### config.mk
export PLATFORM = sky130hd
export DESIGN_NAME = seg_scan_flat
export DESIGN_NICKNAME = d
export VERILOG_FILES = /design/src/rtl/seg_scan_pkg.sv /design/src/rtl/seg_scan_if.sv /design/src/rtl/seg_scan_timer.sv /design/src/rtl/seg_scan.sv /design/src/flat_wrapper.sv
export SDC_FILE = /design/constraint.sdc
export NUM_CORES = 1
export LEC_CHECK = 0
export BUFFER_PORTS_ARGS = -buffer_cell sky130_fd_sc_hd__buf_2
export CORE_MARGIN = 2
export CORE_UTILIZATION = 35
export DETAILED_ROUTE_END_ITERATION = 10
export PLACE_DENSITY = 0.57
export SYNTH_ARGS = -nofsm -noshare
export SYNTH_HDL_FRONTEND = slang
export SYNTH_HIERARCHICAL = 1
export SYNTH_SLANG_ARGS = --single-unit
### constraint.sdc
create_clock -name clk -period 4.5 [get_ports clk]
set_input_delay 0.9 -clock clk [delete_from_list [all_inputs] [get_ports clk]]
set_output_delay 0.9 -clock clk [all_outputs]
set_load 0.02 [all_outputs]
### src/rtl/seg_scan_pkg.sv
// Shared widths, idle levels and the digit-slice helper for the 7-segment scanner.
package seg_scan_pkg;

  localparam int         NDIG    = 4;
  localparam int         SEG_W   = 7;
  localparam logic [6:0] SEG_OFF = 7'h7F;
  localparam logic [3:0] AN_OFF  = 4'hF;

  typedef logic [NDIG*SEG_W-1:0] seg_bus_t;
  typedef logic [SEG_W-1:0]      seg_t;
  typedef logic [1:0]            dig_t;

  // Digit k occupies bits [7k+6:7k] of the packed encoder bus.
  function automatic seg_t digit_slice(input seg_bus_t bus, input dig_t k);
    return bus[int'(k)*SEG_W +: SEG_W];
  endfunction

endpackage

### src/rtl/seg_scan_if.sv
// Encoder-side inputs and display-pin outputs of the scanner, bundled as one port.
interface seg_scan_if;
  import seg_scan_pkg::*;

  logic                   en;
  logic [NDIG*SEG_W-1:0]  seg_in;
  logic [NDIG-1:0]        dp_in;
  logic [3:0]             bright;
  logic [SEG_W-1:0]       seg_out;
  logic                   dp_out;
  logic [NDIG-1:0]        an;
  logic                   frame;

  modport master (
    output en, seg_in, dp_in, bright,
    input  seg_out, dp_out, an, frame
  );

  modport slave (
    input  en, seg_in, dp_in, bright,
    output seg_out, dp_out, an, frame
  );
endinterface

### src/rtl/seg_scan_timer.sv
// Slot/digit counters for the scanner; parks at the last slot position while disabled
// so the first enabled edge always starts a fresh frame.
module seg_scan_timer
  import seg_scan_pkg::*;
#(
  parameter int CLK_DIV = 12500,
  parameter int CNT_W   = $clog2(CLK_DIV)
) (
  input  logic             clk,
  input  logic             rst,
  input  logic             i_en,
  output logic [CNT_W-1:0] o_cnt,
  output dig_t             o_dig,
  output logic             o_run,
  output logic             o_load,
  output logic             o_frame
);

  localparam logic [CNT_W-1:0] CNT_MAX = CNT_W'(CLK_DIV - 1);

  logic [CNT_W-1:0] r_cnt;
  dig_t             r_dig;
  logic             r_run;
  logic             r_frame;
  logic             w_wrap;

  assign w_wrap  = (r_cnt == CNT_MAX);
  // Entering (dig=0, cnt=0) is only possible from the parked/last position.
  assign o_load  = i_en && w_wrap && (r_dig == dig_t'(NDIG - 1));

  always_ff @(posedge clk or posedge rst) begin
    if (rst) begin
      r_cnt   <= CNT_MAX;
      r_dig   <= dig_t'(NDIG - 1);
      r_run   <= 1'b0;
      r_frame <= 1'b0;
    end else if (!i_en) begin
      r_cnt   <= CNT_MAX;
      r_dig   <= dig_t'(NDIG - 1);
      r_run   <= 1'b0;
      r_frame <= 1'b0;
    end else begin
      r_run   <= 1'b1;
      r_frame <= o_load;
      if (w_wrap) begin
        r_cnt <= '0;
        r_dig <= r_dig + dig_t'(1);
      end else begin
        r_cnt <= r_cnt + CNT_W'(1);
      end
    end
  end

  assign o_cnt   = r_cnt;
  assign o_dig   = r_dig;
  assign o_run   = r_run;
  assign o_frame = r_frame;

endmodule

### src/rtl/seg_scan.sv
// Multiplexed common-anode 7-segment scanner: frame-coherent shadow of the encoder bus,
// per-slot blanking, and a 16-step brightness PWM within the lit phase.
module seg_scan
  import seg_scan_pkg::*;
#(
  parameter int CLK_DIV = 12500,
  parameter int BLANK   = 64
) (
  input  logic    clk,
  input  logic    rst,
  seg_scan_if.slave bus
);

  localparam int CNT_W = $clog2(CLK_DIV);

  logic [CNT_W-1:0] w_cnt;
  dig_t             w_dig;
  logic             w_run;
  logic             w_load;
  logic             w_frame;
  logic             w_on;
  logic [3:0]       w_p;
  logic             w_lit;
  logic [NDIG-1:0]  w_an_lit;

  seg_bus_t         r_seg;
  logic [NDIG-1:0]  r_dp;
  logic [NDIG-1:0]  r_an;
  seg_t             r_seg_out;
  logic             r_dp_out;

  seg_scan_timer #(
    .CLK_DIV (CLK_DIV),
    .CNT_W   (CNT_W)
  ) u_timer (
    .clk     (clk),
    .rst     (rst),
    .i_en    (bus.en),
    .o_cnt   (w_cnt),
    .o_dig   (w_dig),
    .o_run   (w_run),
    .o_load  (w_load),
    .o_frame (w_frame)
  );

  always_ff @(posedge clk or posedge rst) begin
    if (rst) begin
      r_seg <= '1;
      r_dp  <= '1;
    end else if (w_load) begin
      r_seg <= bus.seg_in;
      r_dp  <= bus.dp_in;
    end
  end

  assign w_on  = (w_cnt >= CNT_W'(BLANK));
  assign w_p   = 4'(w_cnt - CNT_W'(BLANK));
  // w_run keeps the parked position from flashing digit 3 on the first enabled edge.
  assign w_lit = bus.en && w_run && w_on && (w_p <= bus.bright);

  genvar gi;
  generate
    for (gi = 0; gi < NDIG; gi++) begin : g_an
      assign w_an_lit[gi] = (w_dig != dig_t'(gi));
    end
  endgenerate

  always_ff @(posedge clk or posedge rst) begin
    if (rst) begin
      r_an      <= AN_OFF;
      r_seg_out <= SEG_OFF;
      r_dp_out  <= 1'b1;
    end else if (w_lit) begin
      r_an      <= w_an_lit;
      r_seg_out <= digit_slice(r_seg, w_dig);
      r_dp_out  <= r_dp[w_dig];
    end else begin
      r_an      <= AN_OFF;
      r_seg_out <= SEG_OFF;
      r_dp_out  <= 1'b1;
    end
  end

  assign bus.an      = r_an;
  assign bus.seg_out = r_seg_out;
  assign bus.dp_out  = r_dp_out;
  assign bus.frame   = w_frame;

endmodule

### src/flat_wrapper.sv
// flat-port wrapper written by rule: the top's interface ports become plain ports
module seg_scan_flat import seg_scan_pkg::*;
#(
  parameter int CLK_DIV = 12500,
  parameter int BLANK   = 64
)
  (clk, rst, bus_en, bus_seg_in, bus_dp_in, bus_bright, bus_seg_out, bus_dp_out, bus_an, bus_frame);
  seg_scan_if bus_i ();
  input  logic clk;
  input  logic rst;
  input wire logic [$bits(bus_i.en)-1:0] bus_en;
  input wire logic [$bits(bus_i.seg_in)-1:0] bus_seg_in;
  input wire logic [$bits(bus_i.dp_in)-1:0] bus_dp_in;
  input wire logic [$bits(bus_i.bright)-1:0] bus_bright;
  output wire logic [$bits(bus_i.seg_out)-1:0] bus_seg_out;
  output wire logic [$bits(bus_i.dp_out)-1:0] bus_dp_out;
  output wire logic [$bits(bus_i.an)-1:0] bus_an;
  output wire logic [$bits(bus_i.frame)-1:0] bus_frame;
  assign bus_i.en = bus_en;
  assign bus_i.seg_in = bus_seg_in;
  assign bus_i.dp_in = bus_dp_in;
  assign bus_i.bright = bus_bright;
  assign bus_seg_out = bus_i.seg_out;
  assign bus_dp_out = bus_i.dp_out;
  assign bus_an = bus_i.an;
  assign bus_frame = bus_i.frame;
  seg_scan #(.CLK_DIV(CLK_DIV), .BLANK(BLANK)) u_core (.clk(clk), .rst(rst), .bus(bus_i));
endmodule
* Yosys cells after proc, flatten, opt, wreduce, memory -nomap -nowiden
Index checks and enable logic that the tools add are counted.
Storage, ports and cells: bits in registers 62, output and inout port bits 13, logic and storage cells 40
Cells by class: $add $sub $neg 3, multipliers 1, $lt $le $gt $ge 3, equal/unequal tests 6, shifts and indexed selects 1, mux-type cells 11, reductions and logical operators 6
Operators with widths (count):
- 28-bit by 32-bit variable part select with 7-bit output | 1
- 14-bit 2-to-1 mux | 2
- 14-bit by 1-bit adder with 14-bit output, second input constant | 1
- 14-bit equality test, second input constant | 1
- 14-bit by 7-bit greater-or-equal comparator with 1-bit output, second input constant | 1
- 7-bit 2-to-1 mux | 1
- 1-bit logical AND | 5
- 2-bit by 3-bit multiplier with 5-bit output, second input constant | 1
- 4-bit <= comparator | 1
- 1-bit 2-to-1 mux | 4
- 2-bit 2-to-1 mux | 2
- 4-bit 2-to-1 mux | 1
- 2-bit by 1-bit != test with 1-bit output, second input constant | 2
- 2-bit != test, second input constant | 2
- 4-bit by 1-bit subtractor with 4-bit output, second input constant | 1
- 2-bit by 3-bit less-than comparator with 1-bit output, second input constant | 1
- 2-bit by 1-bit adder with 2-bit output, second input constant | 1
- 1-bit binary-select mux with 2-bit select | 1
- 2-bit equality test, second input constant | 1
- 2-bit nonzero test | 1

* Logic depth before layout (Yosys ltp)
Gate-level depths: netlist (run 1).
depth after elaboration 4, mapped depth 7, mapped depth without buffers 6

* By module
The synthesis (run 1) kept the hierarchy.
By module, submodules not included:
- seg_scan | times used 1, cells an instance 129, area each 1971.9 sq um
- seg_scan_timer | times used 1, cells an instance 89, area each 939.7 sq um

* Least setup slack after synthesis (run 1)
OpenSTA, ideal clock, no wires.
path kind reg-to-reg, start point register u_core.u_timer.r_cnt[2] (netlist: u_core/u_timer/o_cnt[2]), end point register u_core.r_dp[2], library setup time 0.082 ns, arrival time 2.410 ns, required time 4.418 ns, slack 2.007 ns, stages on the path, launching flop included 8, path buffers 3, period minus slack after synthesis 2.493 ns, cells stage by stage dfrtp_1 > buf_6 > or4b_4 > nor4_4 > and3_2 > clkbuf_1 > buf_2 > mux2_2
On the way: word-level cells in the longest chain between the ends 3
Ends and longest elaborated chain:
- start: declaration | RTL line seg_scan_timer.sv:21 | logic [CNT_W-1:0] r_cnt;
- start signal: assignment | RTL line seg_scan_timer.sv:49 | r_cnt <= r_cnt + CNT_W'(1);
- 14-bit equality test | RTL line seg_scan_timer.sv:27 | assign w_wrap = (r_cnt == CNT_MAX);
- 1-bit logical AND (2 in series) | RTL line seg_scan_timer.sv:29 | assign o_load = i_en && w_wrap && (r_dig == dig_t'(NDIG - 1));
- net u_core.w_load | RTL line seg_scan.sv:19 | logic w_load;
- end signal: assignment | RTL line seg_scan.sv:52 | r_dp <= bus.dp_in;
- end: declaration | RTL line seg_scan.sv:27 | logic [NDIG-1:0] r_dp;
The timed path passes the listed nets, and every way through them passes these cells. A chain may end at the register's enable or synchronous reset.

* Worst setup path in the final report (run 1)
start point register u_core.u_timer.r_cnt[12] (netlist: u_core/u_timer/o_cnt[12]), end point register u_core.r_seg[8]
On the way: word-level cells in the longest chain between the ends 3
Ends and longest elaborated chain:
- 14-bit equality test | RTL line seg_scan_timer.sv:27
- 1-bit logical AND (2 in series) | RTL line seg_scan_timer.sv:29
- net u_core.w_load | RTL line seg_scan.sv:19
- end signal: assignment | RTL line seg_scan.sv:51 | r_seg <= bus.seg_in;
- end: declaration | RTL line seg_scan.sv:26 | seg_bus_t r_seg;
The timed path passes the listed nets, and every way through them passes these cells.

==> impl_results.md, run 1 <==
- First-pass GRT wire length: 8910 µm
- Synth top area share: 47.8%
- Endpoints failing setup: 0
- Overall routing resource usage: 13.1%
- I/O pin total: 52
- Clk slew on worst S/H paths: 0.07 ns
- Via count: 1856
- CTS root buf: clkbuf_8
- RSZ-0062 raised after global routing: false
- Pin count of the biggest net entering global routing: 45
- Worst Path Max Fanout: 32
- Cells after DPL: 365
- Sequential area share after synthesis: 55.6%
- Power Total: 2.21 mW
- Mean Syn Cell Area: 13.4 µm²
- Port bufs: 51
- Top post-synthesis cells by area: dfstp_2, mux2_2, dfrtp_1, mux4_2, ha_1
- Fin crit share: 62.8%
- Critical Path RT: 4.76 ns
- Most numerous cell in the Yosys netlist: dfstp_2
- Hold Vio Cnt, Final: 0
- Dpl ws: 1.66 ns
- Leakage power figure: 1.44 nW
- Proportion of layout cells with a drive suffix above 1: 60.9%
- Kind of critical path: flip-flop to flip-flop
- FP Rows: 33
- Final WL: 5390 µm
- Status: completed
- Normalized max-slew margin: 50.6%
- Routed vias/inst: 4.87
- Ys Warns: 6
- Vias in the first global route: 1816
- Post-CTS sizing: 0
- Total die area: 0.00906 mm²
- Worst Clk Skew: 0.00992 ns
- Initial antenna violation count: 0
- Synth cell types: 40
- Initial Util: 35.8%
- Yosys reg bits: 62
- Final weighted congestion in routability-driven placement: 0.795
- Worst hold path depth: 2
- Maximum vdd drop: 0.282 mV
- Commonest cells in the netlist: dfstp_2, mux2_2, nor2_1
- CTS Sinks: 62
- Crit path launch type: flip-flop
- Setup WS post-layout: 1.67 ns
- Critical Path End Type: flip-flop
- TritonCTS Buffers: 9
- Asr flop ratio synth: 100%
- Fill cells: 789
- Die Wd: 95.2 µm
- Mapped Nets: 264
- Fin cells: 381
- Hold slack final: 0.575 ns
- Power Density: 643 mW/mm²
- Post-CTS setup buffers: 0
- Skew-Pair Late Insertion Delay: 0.33 ns
- Post-DP HPWL: 3750 µm
- ANT nets after route: 0
- Area Overhead vs Synth: 18.1%
- FMAX: 354 MHz
- Dominant synthesized flop cell: dfstp_2
- Post-Syn Area: 0.00291 mm²
- Reg2reg path depth: 4
- Initial DRC Count: 68
- Core area: 0.00813 mm²
- Avg WL per Cell: 14.1 µm
- Worst min path class: flip-flop to flip-flop
- H-tree depth: 3
- CTS tree: built
- Die Y: 95.2 µm
- Clock Path Buffers: 2
- Largest area contributor in the netlist: dfstp_2
- Drt pass-1 iters: 4
- CP arrival: 3.09 ns
- Least-Margin Pin Slew: 0.741 ns
- Slew Viols, Final: 0
- Post-synth EDFFs: 0
- Post-Synthesis Cells: 218
- DRC violations left: 0
- Hold-fix buffers at CTS: 0
- Max cap viols: 0
- Final #Nets: 317
- TNS Setup: 0 ns
- Gr ovfl total: 0
- Antenna Cells: 0
- Clock period minus worst slack: 2.83 ns
cell families after synthesis:
group,after synthesis,share of synthesized area [%]
AOI/OAI and AO/OA,13,3.01
buffers and inverters,20,3.05
DFF,62,55.6
and+or+nand+nor,63,12.8
muxes,41,18.9
adders and majority gates,7,3.01
xor gates and xnor gates,12,3.61
metal layers:
| metal | vias up | global-route usage, % | wire [µm] |
|---|---|---|---|
| met5 | - | 0 | 0 |
| met4 | 0 | 7.97 | 115 |
| met3 | 8 | 3.00 | 209 |
| met2 | 40 | 19.1 | 2540 |
| met1 | 925 | 17.6 | 2520 |
| li1 | 883 | - | - |
state kept, by name, summed over array words and instances, names as in the netlist:
| signal | cells |
|---|---|
| u_core/u_timer/o_frame | 1 |
| u_core/bus.seg_out | 7 |
| u_core/u_timer/o_dig | 2 |
| u_core/bus.dp_out | 1 |
| u_core/bus.an | 4 |
| u_core/r_seg | 28 |
| u_core/r_dp | 4 |
| u_core/u_timer/o_run | 1 |
| u_core/u_timer/o_cnt | 14 |
power by group:
group | total (mW) | internal, mW | switching, mW
sequential | 1.08 | 0.921 | 0.163
combinational | 0.682 | 0.383 | 0.299
clock | 0.446 | 0.232 | 0.214
metrics by stage:
step           cell area (µm²)  util (%)
6_report                  3440      42.3
5_1_grt                   3440      42.3
4_1_cts                   3440      42.3
3_5_place_dp              3250      40.0
3_3_place_gp              3250      40.0
2_1_floorplan             2910         -
critical path, stage by stage (launching register included):
cell	delay (ns)
dfstp_2	0.57
or4b_4	0.48
nor4_4	0.51
and3_2	0.77
mux2_2	0.41
final cells by class:
| class | instances | area, µm² | area share [%] |
|---|---|---|---|
| inverters | 10 | 37.5 | 1.09 |
| clock buffers | 11 | 153 | 4.44 |
| well taps | 105 | 131 | 3.82 |
| flip-flops and latches | 62 | 1620 | 47.0 |
| repair buffers | 52 | 263 | 7.64 |
| clock inverters | 5 | 32.5 | 0.946 |
| multi-input cells | 136 | 1200 | 35.0 |
layout by cell type (no fill, tap or decap), types with 2 or more instances in the layout:
| master | synthesis | routed |
|---|---|---|
| dfstp_2 | 53 | 53 |
| inv_1 | 9 | 8 |
| nand3_1 | 7 | 7 |
| nand4_1 | 6 | 6 |
| or4_4 | 2 | 2 |
| dfrtp_1 | 9 | 9 |
| nor2_1 | 15 | 15 |
| ha_1 | 7 | 7 |
| xor2_1 | 9 | 9 |
| mux2_1 | 2 | 2 |
| nand2_1 | 12 | 12 |
| clkinv_2 | 0 | 3 |
| clkbuf_8 | 0 | 9 |
| o21ai_0 | 9 | 9 |
| clkinv_4 | 0 | 2 |
| nand4b_1 | 2 | 2 |
| and3_2 | 3 | 3 |
| or3_1 | 2 | 2 |
| nor3_1 | 2 | 2 |
| xnor2_1 | 3 | 3 |
| mux2_2 | 30 | 30 |
| mux4_2 | 8 | 8 |
| buf_2 | 5 | 51 |
worst paths after layout:
check / end / slack (ns) / start
max in group asynchronous: u_core/u_timer/o_cnt[11] / 3.39 / rst
max reg2reg: u_core/r_seg[8] / 1.67 / u_core/u_timer/o_cnt[12]
min in group asynchronous: u_core/u_timer/o_cnt[2] / 0.67 / rst
min reg2reg: u_core/u_timer/o_cnt[12] / 0.58 / u_core/u_timer/o_cnt[12]
min: u_core/u_timer/o_cnt[12] / 0.58 / u_core/u_timer/o_cnt[12]
max: u_core/r_seg[8] / 1.67 / u_core/u_timer/o_cnt[12]
Note: power is estimated with default switching activity, not from simulation.
==> run 2, diff against run 1 <==
Settings changed: PLACE_DENSITY 0.57 to 0.59.
Clock period 4.5 ns to 2.6 ns, I/O delays scaled along.
==> run 2 against run 1 <==
Compared with the run above:
- count of clock-buffer cells in the layout shrank 1
- via count is essentially flat
- core utilization grew 0.88 points
- highest routed layer unchanged
- non-clock buffer count grew 4
- largest power group unchanged
- largest cell class unchanged
- design area grew 2.1%
==> impl_results.md, run 2 (synthesis gave the netlist of run 1 again) <==
- Status: completed
- Die Y: 95.2 µm
- Die Wd: 95.2 µm
- Fill cells: 769
- Multi-input gate area: 0.00120 mm²
- RSZ-0062 raised after global routing: false
- ANT nets after route: 0
- CTS root buf: clkbuf_8
- Kind of critical path: flip-flop to flip-flop
- Placed cell area: 0.00330 mm²
- Worst Path Max Fanout: 32
- Crit-path slowest cell: dfstp_2
- Clk slew on worst S/H paths: 0.07 ns
- Final WL: 5670 µm
- Post-CTS setup buffers: 0
- Maximum vdd drop: 0.323 mV
- Reg2reg path depth: 5
- Hold-fix buffers at CTS: 0
- Critical Path RT: 2.85 ns
- Final weighted congestion in routability-driven placement: 0.832
- Endpoints failing setup: 0
- Fin crit share: 84.3%
- DRC violations left: 0
- Final Cell Area: 0.00351 mm²
- Crit path launch type: flip-flop
- Reg area: 0.00162 mm²
- Post-CTS sizing: 0
- Fin cells: 385
- Core area: 0.00813 mm²
- Overall routing resource usage: 13.7%
- Pin count of the biggest net entering global routing: 45
- Worst r2r src: u_core/u_timer/o_cnt[12]
- Vias in the first global route: 1868
- Max reg flops: 28
- I/O pin total: 52
- Drt pass-1 iters: 4
- Worst min path class: primary input to asynchronous set/reset pin
- Initial Util: 35.8%
- Leakage power figure: 1.47 nW
- Via count: 1857
- Crit path cell chain: or4b_4 > nor4_4 > and3_2 > buf_12 > mux2_2
- Routed vias/inst: 4.82
- Normalized max-slew margin: 42.5%
- TritonCTS Buffers: 9
- Slew Viols, Final: 0
- Most frequent cells in the layout: dfstp_2, buf_2, mux2_2, nor2_1, nand2_1
- Power Total: 4.04 mW
- Critical path depth: 5
- Dpl ws: 0.402 ns
- Skew-Pair Late Insertion Delay: 0.33 ns
- R2r setup slk: 0.41 ns
- Final #Nets: 321
- Gr ovfl total: 0
- Critical Path End Type: flip-flop
- First-pass GRT wire length: 9250 µm
- Initial antenna violation count: 0
- CTS tree: built
- Power Density: 1150 mW/mm²
- WP buf/inv: 1
- Setup WS post-layout: 0.407 ns
- TNS Setup: 0 ns
- Cells after DPL: 369
- H-tree depth: 3
- Post-DP HPWL: 3970 µm
- Clock Path Buffers: 2
- Max cap viols: 0
- Area Overhead vs Synth: 20.6%
- Clock period minus worst slack: 2.19 ns
- Hold Vio Cnt, Final: 0
- Proportion of layout cells with a drive suffix above 1: 61.8%
- CTS Sinks: 62
- Most common cell after layout, fill and taps aside: dfstp_2
- FP Rows: 33
- Initial DRC Count: 99
- Slowest stage delay, CP: 0.57 ns
- Setup crit start: u_core/u_timer/o_cnt[12]
- Util after Layout: 43.2%
- Worst Clk Skew: 0.0104 ns
- Hold slack final: 0.299 ns
- Antenna Cells: 0
- Port bufs: 51
- Avg WL per Cell: 14.7 µm
- Least-Margin Pin Slew: 0.862 ns
- Top reg by flops: u_core/r_seg
- Total die area: 0.00906 mm²
- FMAX: 456 MHz
- CP top delay family: simple AND/OR/NAND/NOR gates
- CP arrival: 2.45 ns
-- run 2: layout make-up --
type	instances	share of cell area (%)
sequential	62	46.1
tap	105	3.74
clock inverter	6	2.46
multi-input combinational	136	34.3
clock buffer	10	3.64
timing repair buffer	56	8.70
inverter	10	1.07
-- run 2: layer usage --
| metal | wire length [µm] | GRT usage (%) | vias to the layer above |
|---|---|---|---|
| met3 | 225 | 2.77 | 9 |
| met5 | 0 | 0 | - |
| met1 | 2670 | 19.6 | 916 |
| li1 | - | - | 892 |
| met2 | 2670 | 19.7 | 40 |
| met4 | 108 | 6.52 | 0 |
-- run 2: power breakdown --
| part | internal (mW) | switching [mW] |
|---|---|---|
| clock | 0.538 | 0.376 |
| sequential | 1.59 | 0.267 |
| combinational | 0.717 | 0.549 |
| total | 2.85 | 1.19 |
-- run 2: path summary, 6_finish.rpt --
kind / endpoint
max in group asynchronous: u_core/r_dp[2]
max reg2reg: u_core/r_dp[2]
min: u_core/u_timer/o_cnt[2]
min in group clk: u_core/r_dp[0]
min reg2reg: u_core/u_timer/o_cnt[12]
max: u_core/r_dp[2]
